===== src/rtl/mcf_pkg.sv =====
// Shared width helpers for the multi-channel FIFO with occupancy tracking.
package mcf_pkg;

   // Head/tail pointers carry one wrap bit above the slot index.
   function automatic int ptr_w(input int fifo_size);
      return fifo_size + 1;
   endfunction

   function automatic int cnt_w(input int fifo_size);
      return fifo_size + 1;
   endfunction

   function automatic int addr_w(input int c_log, input int fifo_size);
      return c_log + fifo_size;
   endfunction

   // LSB of channel ch inside the flattened CNT bus.
   function automatic int cnt_lsb(input int ch, input int fifo_size);
      return ch * cnt_w(fifo_size);
   endfunction

endpackage


===== src/rtl/mcf_sdp_ram.sv =====
// Simple-dual-port RAM, read-first, registered output that holds between reads.
module mcf_sdp_ram #(
   parameter int AW = 4,
   parameter int DW = 32
) (
   input  logic          CLK,
   input  logic          RST_N,
   input  logic          i_we,
   input  logic [AW-1:0] i_waddr,
   input  logic [DW-1:0] i_wdata,
   input  logic          i_re,
   input  logic [AW-1:0] i_raddr,
   output logic [DW-1:0] o_rdata
);

   logic [DW-1:0] r_mem [1<<AW];
   logic [DW-1:0] r_rdata;

   always_ff @(posedge CLK) begin
      if (i_we) r_mem[i_waddr] <= i_wdata;
   end

   // Only the output register is reset; the array stays BlockRAM-friendly.
   always_ff @(posedge CLK) begin
      if (!RST_N)    r_rdata <= '0;
      else if (i_re) r_rdata <= r_mem[i_raddr];
   end

   assign o_rdata = r_rdata;

endmodule


===== src/rtl/multi_channel_fifo_occ.sv =====
// 2^C_LOG logical FIFOs over one shared SDP RAM with occupancy, almost-full and
// overflow/underflow protection. MCF_ERR_FLAG_EN enables the sticky error flags.
module multi_channel_fifo_occ
   import mcf_pkg::*;
#(
   parameter int C_LOG      = 2,
   parameter int FIFO_SIZE  = 2,
   parameter int FIFO_WIDTH = 32,
   parameter int AFULL_TH   = (1 << FIFO_SIZE) - 1
) (
   input  logic                                CLK,
   input  logic                                RST_N,
   input  logic                                ENQ,
   input  logic [C_LOG-1:0]                    ENQ_IDX,
   input  logic [FIFO_WIDTH-1:0]               DIN,
   input  logic                                DEQ,
   input  logic [C_LOG-1:0]                    DEQ_IDX,
   output logic [FIFO_WIDTH-1:0]               DOT,
   output logic                                DOT_VLD,
   output logic [C_LOG-1:0]                    DOT_IDX,
   output logic [(1<<C_LOG)-1:0]               EMP,
   output logic [(1<<C_LOG)-1:0]               FULL,
   output logic [(1<<C_LOG)-1:0]               AFULL,
   output logic [(1<<C_LOG)*(FIFO_SIZE+1)-1:0] CNT,
   output logic                                ERR_OVF,
   output logic                                ERR_UDF
);

   localparam int N  = 1 << C_LOG;
   localparam int PW = ptr_w(FIFO_SIZE);
   localparam int CW = cnt_w(FIFO_SIZE);
   localparam int AW = addr_w(C_LOG, FIFO_SIZE);

   logic [PW-1:0]    r_head [N];
   logic [PW-1:0]    r_tail [N];
   logic [CW-1:0]    w_cnt  [N];
   logic [N-1:0]     w_emp;
   logic [N-1:0]     w_full;
   logic             w_deq_ok;
   logic             w_enq_ok;
   logic             w_same;
   logic [AW-1:0]    w_waddr;
   logic [AW-1:0]    w_raddr;
   logic             r_dot_vld;
   logic [C_LOG-1:0] r_dot_idx;

   for (genvar g = 0; g < N; g++) begin : g_ch
      localparam int LSB = cnt_lsb(g, FIFO_SIZE);
      assign w_emp[g]  = (r_head[g] == r_tail[g]);
      assign w_full[g] = (r_head[g] == {~r_tail[g][PW-1], r_tail[g][PW-2:0]});
      assign w_cnt[g]  = r_tail[g] - r_head[g];
      assign AFULL[g]  = (int'(w_cnt[g]) >= AFULL_TH);
      assign CNT[LSB +: CW] = w_cnt[g];
   end

   assign EMP  = w_emp;
   assign FULL = w_full;

   // A full channel may still enqueue when the same channel is drained this cycle.
   assign w_same   = (ENQ_IDX == DEQ_IDX);
   assign w_deq_ok = DEQ & ~w_emp[DEQ_IDX];
   assign w_enq_ok = ENQ & (~w_full[ENQ_IDX] | (w_deq_ok & w_same));

   assign w_waddr = {ENQ_IDX, r_tail[ENQ_IDX][PW-2:0]};
   assign w_raddr = {DEQ_IDX, r_head[DEQ_IDX][PW-2:0]};

   always_ff @(posedge CLK) begin
      if (!RST_N) begin
         for (int i = 0; i < N; i++) begin
            r_head[i] <= '0;
            r_tail[i] <= '0;
         end
      end else begin
         for (int i = 0; i < N; i++) begin
            if (w_enq_ok && (ENQ_IDX == C_LOG'(i))) r_tail[i] <= r_tail[i] + PW'(1);
            if (w_deq_ok && (DEQ_IDX == C_LOG'(i))) r_head[i] <= r_head[i] + PW'(1);
         end
      end
   end

   always_ff @(posedge CLK) begin
      if (!RST_N) begin
         r_dot_vld <= 1'b0;
         r_dot_idx <= '0;
      end else begin
         r_dot_vld <= w_deq_ok;
         if (w_deq_ok) r_dot_idx <= DEQ_IDX;
      end
   end

   assign DOT_VLD = r_dot_vld;
   assign DOT_IDX = r_dot_idx;

   mcf_sdp_ram #(
      .AW (AW),
      .DW (FIFO_WIDTH)
   ) u_ram (
      .CLK     (CLK),
      .RST_N   (RST_N),
      .i_we    (w_enq_ok & RST_N),
      .i_waddr (w_waddr),
      .i_wdata (DIN),
      .i_re    (w_deq_ok & RST_N),
      .i_raddr (w_raddr),
      .o_rdata (DOT)
   );

`ifdef MCF_ERR_FLAG_EN
   logic r_err_ovf;
   logic r_err_udf;

   always_ff @(posedge CLK) begin
      if (!RST_N) begin
         r_err_ovf <= 1'b0;
         r_err_udf <= 1'b0;
      end else begin
         if (ENQ && !w_enq_ok) r_err_ovf <= 1'b1;
         if (DEQ && !w_deq_ok) r_err_udf <= 1'b1;
      end
   end

   assign ERR_OVF = r_err_ovf;
   assign ERR_UDF = r_err_udf;
`else
   assign ERR_OVF = 1'b0;
   assign ERR_UDF = 1'b0;
`endif

endmodule


===== config.mk =====
export PLATFORM = sky130hd
export DESIGN_NAME = multi_channel_fifo_occ
export DESIGN_NICKNAME = d
export VERILOG_FILES = /design/src/rtl/mcf_pkg.sv /design/src/rtl/mcf_sdp_ram.sv /design/src/rtl/multi_channel_fifo_occ.sv
export SDC_FILE = /design/constraint.sdc
export NUM_CORES = 1
export LEC_CHECK = 0
export CORE_MARGIN = 10
export CORE_UTILIZATION = 30
export DETAILED_ROUTE_END_ITERATION = 8
export SLEW_MARGIN = 5
export SYNTH_ARGS = -nofsm -noshare
export SYNTH_HDL_FRONTEND = slang
export SYNTH_SLANG_ARGS = --single-unit

===== constraint.sdc =====
create_clock -name CLK -period 3.7 [get_ports CLK]
set_input_delay 0.555 -clock CLK [delete_from_list [all_inputs] [get_ports CLK]]
set_output_delay 0.555 -clock CLK [all_outputs]
set_load 0.005 [all_outputs]

* After elaboration in Yosys (flattened, before gate mapping) *
Memory sizes are Yosys's and may differ from the RTL's. A register that Yosys moved wholly into a read port is not among the register bits.
Cells that the tools add are included.

cells by class
  $add $sub $neg = 12
  order comparisons = 6
  eq/ne operators = 15
  muxes and demuxes = 39
  bitwise gates (word level) = 20
  reductions and logical operators = 11

operators by type and width
  operator                                                            count
  2-to-1 mux 1 bit                                                    29
  adder 3 x 1 -> 3 bit (second input constant)                        8
  equality test 3 bit                                                 8
  2-to-1 mux 3 bit                                                    8
  greater-or-equal comparator 3 x 2 -> 1 bit (second input constant)  4
  subtractor 3 bit                                                    4
  bitwise OR 1 bit                                                    9
  equality test 2 bit (second input constant)                         4
  logical AND 1 bit                                                   8
  less-than comparator 2 x 3 -> 1 bit (second input constant)         2
  NOT 1 bit                                                           6
  bitwise AND 1 bit                                                   5
  binary-select mux 1 bit (select 2 bit)                              2
  equality test 2 x 1 -> 1 bit (second input constant)                2
  logical NOT 2 bit                                                   2
  equality test 2 bit                                                 1
  logical NOT 1 bit                                                   1

storage, ports and cells
  bits in registers = 3
  RAM bits = 536
  input bits = 40
  output and inout port bits = 61
  logic and storage cells = 108
  memories kept = 3

memory list
  memory       depth  bits a word  read ports  clocked after Yosys merged registers in  wr ports  line                          source
  u_ram.r_mem  16     32           1           1                                        1         mcf_sdp_ram.sv:16             logic [DW-1:0] r_mem [1<<AW];
  r_head       4      3            5           0                                        4         multi_channel_fifo_occ.sv:34  logic [PW-1:0] r_head [N];
  r_tail       4      3            5           0                                        4         multi_channel_fifo_occ.sv:35  logic [PW-1:0] r_tail [N];

* Logic depth before layout (Yosys ltp) *
An unclocked memory read counts as a cell.

  word-level depth = 14
  depth in mapped cells = 11
  depth with buffers taken out = 8

* Modules after synthesis *
Synthesis repeated with hierarchy kept, for this count alone.

unflattened totals
  cells, all modules = 1411
  area, all modules = 22869.4 µm²

by module, submodules not included
  module                  times used  cells each  area an instance (µm²)  seq. area each (µm²)
  mcf_sdp_ram             1           1216        20866.3                 16015.4
  multi_channel_fifo_occ  1           195         2003.2                  780.7

* Worst setup path after synthesis *
Ideal clock, no wire load.

  path type = register to register
  start = memory r_head[2][1] in the netlist's numbering
  end = memory u_ram.r_mem[0][0] (enable)
  library setup time = 421 ps
  arrival time = 3593 ps
  required time = 3279 ps
  slack = -314 ps
  cell stages (with the launch flop) = 11
  buffers on the path = 3
  clock period less this slack = 4014 ps
  cells stage by stage = edfxtp_1 -> buf_2 -> buf_1 -> inv_1 -> ha_1 -> nand2_1 -> o31a_2 -> nand4_4 -> o31a_1 -> buf_2 -> nor2_1

RTL lines
  what         line
  from (decl)  multi_channel_fifo_occ.sv:34
  to (decl)    mcf_sdp_ram.sv:16

==> impl_metrics.tcl <==
set metrics [dict create \
    port_buffers 98 \
    clk_pin_slew_ns 0.06 \
    final_util_pct 35.9 \
    p_leak_nw 9.01 \
    yosysSeqAreaShare_pct 73.4 \
    final_hold_viol_count 0 \
    fin_ws_ns 0.473 \
    ys_seq_elements 571 \
    grt_first_pass_wirelength_mm 84.1 \
    vias 12600 \
    slowest_delay_ns 0.51 \
    num_io_pins 101 \
    cts_sinks 571 \
    synth.cell_area_um2 22900 \
    gr-total-overflow 0 \
    syn_avg_cell_area_um2 16.5 \
    cts_max_level 2 \
    start_util_pct 30.2 \
    core_region_area_um2 75800 \
    max_cap_viol_count 0 \
    detail-route-antenna-nets 0 \
    clockRootBuffer "clkbuf_16" \
    fin_crit_ns 3.23 \
    ctsResizeCount 0 \
    setup_viol 0 \
    finalPower_mw 14.1 \
    avgRoutedWirePerCell_um 22.5 \
    cp_data_required_time_ns 3.14 \
    synth_ff_type "edfxtp_1" \
    slew_viol_final 0 \
    critPathKind "flip-flop to output port" \
    postCtsHoldBufs 0 \
    dpl.hpwl_mm 34.3 \
    synth_top_area_share_pct 70.4 \
    path_cells "ha_1 > inv_1 > fa_1 > xnor2_1 > a21o_1 > clkdlybuf4s50_1" \
    cts_tree "built" \
    insertion_delay_ns 0.61 \
    slowest_stage "edfxtp_1" \
    grt_max_degree 97 \
    postCtsSetupBuffers 0 \
    peakVddDrop_mv 0.369 \
    fmax_mhz 310 \
    fin_hold_ws_ns 0.495 \
    rsz0062_at_grt "false" \
    yosys-top-cells-area "edfxtp_1 70%, mux2i_1 9.7%, dfxtp_1 3.1%" \
    place_ws_ns 0.452 \
    synth_edf_count 536 \
    viasPerCell 4.95 \
    layout.nets 1586 \
    fin_worst_skew_ns 0.0167 \
    first_iter_violations 931 \
    rows 101 \
    diodes 0 \
    drive_above_1_share_pct 12.9 \
    numCtsBuffers 54 \
    clockBufferDepth 3 \
    yosysTopAreaCell "edfxtp_1" \
    synth_cell_types 49 \
    crit_family "adder cells" \
    slew-limit-headroom_pct 44.8 \
    synthCells 1390 \
    place_area_um2 25400 \
    status "complete, no violations" \
    min_period_over_period_pct 87.2 \
    area_delta_synth_final_pct 18.8 \
    cp.arrival_ns 2.67 \
    gp_congestion 0.781 \
    grt_antenna_before_repair 7 \
    drtPass1Iterations 5 \
    cp_num_buf_inv 2 \
    first_global_vias 12900 \
    grt_usage_pct 12.8 \
    hold_path.class "flip-flop to flip-flop" \
    crit_path_start_kind "flip-flop" \
    drc 0 \
    die_x_um 296 \
    fp.dieH_um 296 \
    crit_fanout 6 \
    final_area_um2 27200 \
    endpoint_kind "output port" \
    fp.dieArea_um2 87700 \
    async_flop_share_pct 0 \
    ys_warn_count 0 \
    power_density_nw_per_um2 520 \
    drt_wl_total_mm 57.3 \
    tightestPinTransition_ns 0.828 \
]
[metal layers]
| metal | vias to the layer above | global-route usage [%] | share of wire, % |
|---|---|---|---|
| met5 | - | 0 | 0.11 |
| met4 | 10 | 3.77 | 2.3 |
| met3 | 109 | 2.98 | 7.3 |
| met2 | 394 | 21.0 | 48 |
| met1 | 6424 | 16.7 | 42 |
| li1 | 5671 | - | - |
[flip-flops by register name, summed over array words and instances (netlist names)]
signal	count
r_tail	12
DOT_IDX	2
r_head	12
u_ram.o_rdata	32
u_ram.r_mem	512
DOT_VLD	1
[area by class of cell]
class                           count  area (um^2)
Clock buffer                       64         1430
Clock inverter                     37          350
Fill cell                        7099        48600
Inverter                           19         71.3
Multi-Input combinational cell    721         5670
Sequential cell                   571        16800
Tap cell                          978         1220
Timing Repair Buffer              159         1640
[metrics by stage]
stage                     std cells  setup TNS [ns]
after global placement         2448               0
final                          2549               0
after global routing           2549               0
after detailed placement       2448               0
after floorplan                1391         -160.69
after CTS                      2549               0
[cell usage in the layout, fill, tap and decap left out, types with 5 or more instances in the layout]
cell	Yosys	final
nor2b_1	7	6
nor3_1	16	16
mux2i_1	221	220
buf_12	0	17
xor2_1	7	7
clkinv_1	0	14
a22oi_1	19	19
clkbuf_16	0	55
a31oi_1	16	16
bufinv_16	0	6
dfxtp_1	35	35
nor2_1	41	24
clkinv_2	0	11
inv_1	19	19
a221o_1	6	6
o21ai_0	35	35
nor4_2	5	5
clkbuf_1	26	7
xnor2_1	12	12
clkdlybuf4s50_1	0	96
nand3_1	47	47
a211oi_1	13	13
ha_1	16	16
mux2_2	5	5
a21oi_1	35	35
edfxtp_1	536	536
nor2_4	0	16
nand2_1	110	110
mux4_2	19	17
o22ai_1	45	45
buf_4	19	44
[cell families after synthesis]
| logic type | synth area share (%) |
|---|---|
| buf+inv | 2.44 |
| compound gates | 4.99 |
| simple gates | 5.10 |
| xor+xnor | 0.727 |
| fa+ha+maj | 1.23 |
| other cells | 0.0164 |
| flops | 73.4 |
| mux | 12.1 |
[where the power goes]
group | internal [mW] | switching (mW)
Clock | 3.19 | 2.39
Sequential | 7.18 | 0.0716
Combinational | 0.551 | 0.751
[Yosys cell counts, types with 3 or more instances]
library cell	n
dfxtp_1	35
fa_1	4
o211ai_1	3
mux2i_1	221
nor2_1	41
xnor2_1	12
edfxtp_1	536
nor2b_1	7
o22ai_1	45
a21oi_1	35
mux4_2	19
nand3_1	47
nor3_1	16
buf_2	14
nor4_2	5
nand2b_1	4
xor2_1	7
o21ai_0	35
nand2_1	110
a211oi_1	13
ha_1	16
a21o_1	4
mux2_2	5
o31ai_1	3
and3_1	4
a31oi_1	16
buf_6	13
inv_1	19
a22oi_1	19
nor3_2	4
buf_1	8
clkbuf_1	26
buf_4	19
a221o_1	6
[worst paths after layout]
| path | slack [ns] | end | depth (start not counted) | start |
|---|---|---|---|---|
| worst max-delay path | 0.47 | AFULL[1] | 6 | r_head[1][0] |
| worst min-delay path | 0.50 | DOT_IDX[0] | 2 | DOT_IDX[0] |
| worst max register to register | 0.72 | u_ram.r_mem[3][2] | 9 | r_head[3][1] |
| worst min register to register | 0.50 | DOT_IDX[0] | 2 | DOT_IDX[0] |
[worst register-to-register path, cell delays in order (launching register included)]
cell      delay [ns]
edfxtp_1        0.46
inv_1           0.22
ha_1            0.28
nand2_1         0.14
nor2b_1         0.08
mux4_2          0.52
o31a_2          0.15
buf_4           0.28
nor2_4          0.20
buf_4           0.31
Note: power is estimated with default switching activity, not from simulation.
